`config.mk`:
```
export PLATFORM = sky130hd
export DESIGN_NAME = mux4_rr_scheduler
export DESIGN_NICKNAME = d
export VERILOG_FILES = /design/src/rtl/mux4_rr_scheduler.sv
export SDC_FILE = /design/constraint.sdc
export NUM_CORES = 1
export LEC_CHECK = 0
export ABC_AREA = 1
export CAP_MARGIN = 5
export CORE_ASPECT_RATIO = 1.2
export CORE_MARGIN = 4
export CORE_UTILIZATION = 49
export DETAILED_ROUTE_END_ITERATION = 8
export PLACE_DENSITY = 0.95
export SLEW_MARGIN = 0
export SYNTH_ARGS = -nofsm -noshare
export SYNTH_HDL_FRONTEND = slang
export SYNTH_SLANG_ARGS = --single-unit
export TNS_END_PERCENT = 20
```
`constraint.sdc`:
```
create_clock -name clock -period 2.8 [get_ports clock]
set_clock_uncertainty 0.2 [all_clocks]
set_input_delay 0.56 -clock clock [delete_from_list [all_inputs] [get_ports clock]]
set_output_delay 0.56 -clock clock [all_outputs]
set_load 0.02 [all_outputs]
```
`src/rtl/mux4_rr_scheduler.sv`:
```
// Round-robin scheduler for a shared 4-to-1 WIDTH-bit mux channel.
// Registered one-hot grant, select lines, and the registered selected lane data.
module mux4_rr_scheduler #(
  parameter int unsigned WIDTH    = 8,
  parameter int unsigned MAX_HOLD = 4
) (
  input  logic             clock,
  input  logic             reset_n,
  input  logic [3:0]       req,
  input  logic [WIDTH-1:0] i0,
  input  logic [WIDTH-1:0] i1,
  input  logic [WIDTH-1:0] i2,
  input  logic [WIDTH-1:0] i3,
  output logic [3:0]       grant,
  output logic             s1,
  output logic             s0,
  output logic             busy,
  output logic [WIDTH-1:0] data_out,
  output logic             data_valid
);

  localparam int unsigned HCW = $clog2(MAX_HOLD) + 1;

  typedef enum logic {
    IDLE  = 1'b0,
    GRANT = 1'b1
  } state_e;

  state_e           state, state_nx;
  logic [1:0]       sel, sel_nx;
  logic [1:0]       last, last_nx;
  logic [HCW-1:0]   hold_cnt, hold_nx;
  logic [3:0]       grant_nx;
  logic             busy_nx;
  logic [WIDTH-1:0] lane_data;
  logic [2:0]       idle_pick;
  logic [2:0]       rel_pick;
  logic             release_now;

  // Returns {found, lane}: the first requesting lane after 'from', wrapping
  // so that 'from' itself is checked last.
  function automatic logic [2:0] pick(input logic [1:0] from, input logic [3:0] r);
    logic [1:0] idx;
    pick = '0;
    for (int unsigned k = 4; k >= 1; k--) begin
      idx = 2'(from + 2'(k));
      if (r[idx]) pick = {1'b1, idx};
    end
  endfunction

  function automatic logic [3:0] onehot(input logic [1:0] idx);
    onehot = '0;
    onehot[idx] = 1'b1;
  endfunction

  always_comb begin
    case (sel)
      2'd0:    lane_data = i0;
      2'd1:    lane_data = i1;
      2'd2:    lane_data = i2;
      default: lane_data = i3;
    endcase
  end

  assign idle_pick   = pick(last, req);
  // On release the outgoing owner becomes 'last', so search from sel.
  assign rel_pick    = pick(sel, req);
  assign release_now = !req[sel] || (hold_cnt == HCW'(MAX_HOLD - 1));

  always_comb begin
    state_nx = state;
    sel_nx   = sel;
    last_nx  = last;
    hold_nx  = hold_cnt;
    grant_nx = grant;
    busy_nx  = busy;
    case (state)
      IDLE: begin
        grant_nx = '0;
        busy_nx  = 1'b0;
        if (idle_pick[2]) begin
          state_nx = GRANT;
          sel_nx   = idle_pick[1:0];
          grant_nx = onehot(idle_pick[1:0]);
          hold_nx  = '0;
          busy_nx  = 1'b1;
        end
      end
      GRANT: begin
        if (!release_now) begin
          hold_nx = hold_cnt + HCW'(1);
        end else begin
          last_nx = sel;
          hold_nx = '0;
          if (rel_pick[2]) begin
            sel_nx   = rel_pick[1:0];
            grant_nx = onehot(rel_pick[1:0]);
          end else begin
            state_nx = IDLE;
            grant_nx = '0;
            busy_nx  = 1'b0;
          end
        end
      end
      default: begin
        state_nx = IDLE;
        grant_nx = '0;
        busy_nx  = 1'b0;
      end
    endcase
  end

  always_ff @(posedge clock or negedge reset_n) begin
    if (!reset_n) begin
      state      <= IDLE;
      sel        <= '0;
      last       <= 2'd3;
      hold_cnt   <= '0;
      grant      <= '0;
      busy       <= 1'b0;
      data_out   <= '0;
      data_valid <= 1'b0;
    end else begin
      state      <= state_nx;
      sel        <= sel_nx;
      last       <= last_nx;
      hold_cnt   <= hold_nx;
      grant      <= grant_nx;
      busy       <= busy_nx;
      data_out   <= lane_data;
      data_valid <= (state == GRANT) && req[sel];
    end
  end

  assign s1 = sel[1];
  assign s0 = sel[0];

endmodule

```
==> flow_summary.toml <==
[synthesis]
synth_xor_xnor_area_share_pct = 0
synth.largest_area_cell = "sky130_fd_sc_hd__dfrtp_1"
yosysSeqAreaShare_pct = 35.67
synth-main-ff-cell = "sky130_fd_sc_hd__dfrtp_1"
synth_nets = 252
synth.top_cell.area_share_pct = 32.28
netlist-cell-type-count = 32
post_synth_main_area_contributors = "sky130_fd_sc_hd__dfrtp_1, sky130_fd_sc_hd__nand2_1, sky130_fd_sc_hd__ha_1, sky130_fd_sc_hd__nand2_2, sky130_fd_sc_hd__a22o_1"
post_synth_inst_count = 208
synth.ff_latch_count = 22
count_of_flip_flops_with_a_built_in_enable_after_synthesis = 0
synth-warning-count = 0
synth.mux.area_fraction_pct = 0
most_frequently_used_cell_type_in_the_post_synthesis_netlist = "sky130_fd_sc_hd__nand2_1"
synthesized_area_fraction_occupied_by_ao_oa_aoi_and_oai_cells_pct = 17.84
postSynthAreaPerCell_sq_um = 7.453
main_combinational_cell_family_by_area_after_synthesis = "simple AND/OR/NAND/NOR gates"
yosys.area_share.simple_pct = 34.38
postSynth.asyncResetShare_pct = 100.0
syn_area_sq_um = 1550
yosys-top-cells-count = "sky130_fd_sc_hd__nand2_1, sky130_fd_sc_hd__dfrtp_1, sky130_fd_sc_hd__nand3_1"
post_synth_fa_ha_maj_area_fraction_pct = 4.843

[clocking]
cts_inserted_buffers = 3
worst_skew_pair.late_latency_ns = 0.31
worst_setup_hold_path_clk_slew_ns = 0.13
cts_post_setup_buffers_inserted = 0
htree_levels = 1
cts_max_path_buffers = 2
hold_buffers = 0
cts.sink_count = 22
cts_tree = "yes"
cts_root_buf = "sky130_fd_sc_hd__clkbuf_4"
cts.repair.resized = 0

[placement]
cell_count_post_placement = 292
dp_slack_ns = 0.4552
post-dp-hpwl_um = 2859
gp_congestion = 0.8349
placement.io_buffers = 53

[timing]
maxSlewHeadroom_pct = 70.16
postLayoutSetupSlackWorst_ns = 0.4983
min_period_ns = 2.302
tightest_slew_ns = 0.4476
hold_violations = 0
report.final.setup_viol = 0
min_period_over_period_pct = 82.20
rsz0062_at_grt = "false"
maxClockFrequency_ghz = 0.4345
final.setup.tns_ns = 0
timing_max_transition_violations_final = 0

[finish]
n_fill_cell = 230
finalCoreUtilization_pct = 70.39
nNetsFinal = 305
insertedDiodeCount = 0
multi_input_area_sq_um = 884.6
seq_area_sq_um = 553.0
synthToLayoutAreaGrowth_pct = 38.74
instances_no_fill = 296
drive_gt1_share_pct = 15.38

[power_and_ir_drop]
irDropWorstVdd_uv = 841.8
pwr_density_cell_nw_per_um2 = 1204
cellLeakagePower_nw = 1.022

[global_routing]
first_global_vias = 1548
initial_antenna_violation_count = 0
global_route.usage.total_pct = 19.44
grt_first_pass_wirelength_um = 6327
grt_max_degree = 23
grt_overflow = 0

[worst_setup_path]
critPathRequiredTime_ns = 2.04
r2r_end = "grant[1]"
critical_path.n_buffers_inverters = 1
timing.critical_path.from_type = "flip-flop"
crit_arrival_ns = 1.54
worst-path-max-fanout = 9
ff2ff_path_depth = 12
cp_slowest_stage_delay_ns = 0.68
endpoint_type_of_the_worst_setup_path = "output port"
setup.worst_path.class = "reg -> out"
r2r_setup_slk_ns = 0.56
crit_chain = "clkdlybuf4s50_1"
reg2reg_from = "sel[0]"
crit_family = "buffers and inverters"
cp_slowest_cell = "sky130_fd_sc_hd__clkdlybuf4s50_1"

[die]
die_height_um = 69.62
floorplan_die_area_sq_um = 4131
starting_density_of_the_core_pct = 50.74
number_of_top_level_design_ports = 54
floorplan.die.width_um = 59.35
placementRows = 22
core_sq_um = 3055

[worst_hold_path]
timing.hold.worst_path_depth = 2
worstHoldEndpoint = "grant[1]"
start_point_of_the_worst_min_delay_path = "grant[1]"
hold_path.class = "reg -> reg"

[routing]
wl_um = 3677
drt_iter0_markers = 72
route.vias.total = 1595
drt-vias-per-instance = 5.389
ant_nets = 0
routed_wire_length_per_instance_um = 12.42
post-route-drc-count = 0
drt_pre_antenna_iters = 4

[flow_run]
drv.max_cap_violation_count = 0

[outcome]
status = "completed"
[metal layers]
| layer | GRT usage [%] | wire, um | vias up |
|---|---|---|---|
| met2 | 34.26 | 1847 | 74 |
| met4 | 6.045 | 49 | 0 |
| met5 | 0 | 0 | - |
| met3 | 5.773 | 318 | 5 |
| met1 | 21.55 | 1462 | 722 |
| li1 | - | - | 794 |
[report_power, final]
| group | leakage, nW | internal (W) | switching (W) |
|---|---|---|---|
| clock | 0.0279 | 0.000145 | 0.000101 |
| sequential | 0.269 | 0.000474 | 0.000112 |
| combinational | 0.726 | 0.000700 | 0.00106 |
| total | 1.02 | 0.00132 | 0.00127 |
[cells by family (layout without fill, tap and decap cells)]
kind of cell,after synthesis,in the layout
and+or+nand+nor,113,113
AOI/OAI and AO/OA,41,41
buffers and inverters,26,78
DFF,22,22
adders and majority gates,6,6
[stage by stage]
step | total power [W] | hold WS, ns | cell area, sq um
2_1_floorplan | 0.001846 | 0.06441 | 1550
3_3_place_gp | 0.002289 | 0.2653 | 2098
3_5_place_dp | 0.002323 | 0.2740 | 2098
4_1_cts | 0.002599 | 0.3065 | 2151
5_1_grt | 0.002838 | 0.3341 | 2151
6_report | 0.002589 | 0.2996 | 2151
[layout by cell type (no fill, tap or decap), drive strengths merged, types with 2 or more instances in the layout]
master,n
ha,6
o21ai,18
inv,19
nand2,83
dfstp,2
nand4,4
nor2,8
clkbuf,3
dfrtp,20
clkdlybuf4s50,53
a22o,8
nand3,16
a21oi,11
[state kept, by name, indices dropped and copies added, names as in the netlist]
signal,count
hold_cnt,3
busy,1
data_out,8
grant,4
data_valid,1
sel,2
last,2
state,1
[worst max-delay path by stage]
| stage | from | endpoint | depth (start not counted) |
|---|---|---|---|
| final | sel[0] | s0 | 1 |
| after global routing | sel[0] | grant[1] | 12 |
| after global placement | req[3] | sel[1] | 11 |
| after detailed placement | req[3] | grant[1] | 12 |
| after CTS | sel[0] | s0 | 1 |
| after floorplan | sel[0] | grant[1] | 12 |
[layout make-up]
| cell class | instances | share of cell area [%] |
|---|---|---|
| well taps | 36 | 2.094 |
| repair buffers | 54 | 25.01 |
| clock inverters | 1 | 1.396 |
| flip-flops and latches | 22 | 25.71 |
| multi-input cells | 160 | 41.13 |
| inverters | 20 | 3.607 |
| clock buffers | 3 | 1.047 |
Note: power is estimated with default switching activity, not from simulation.
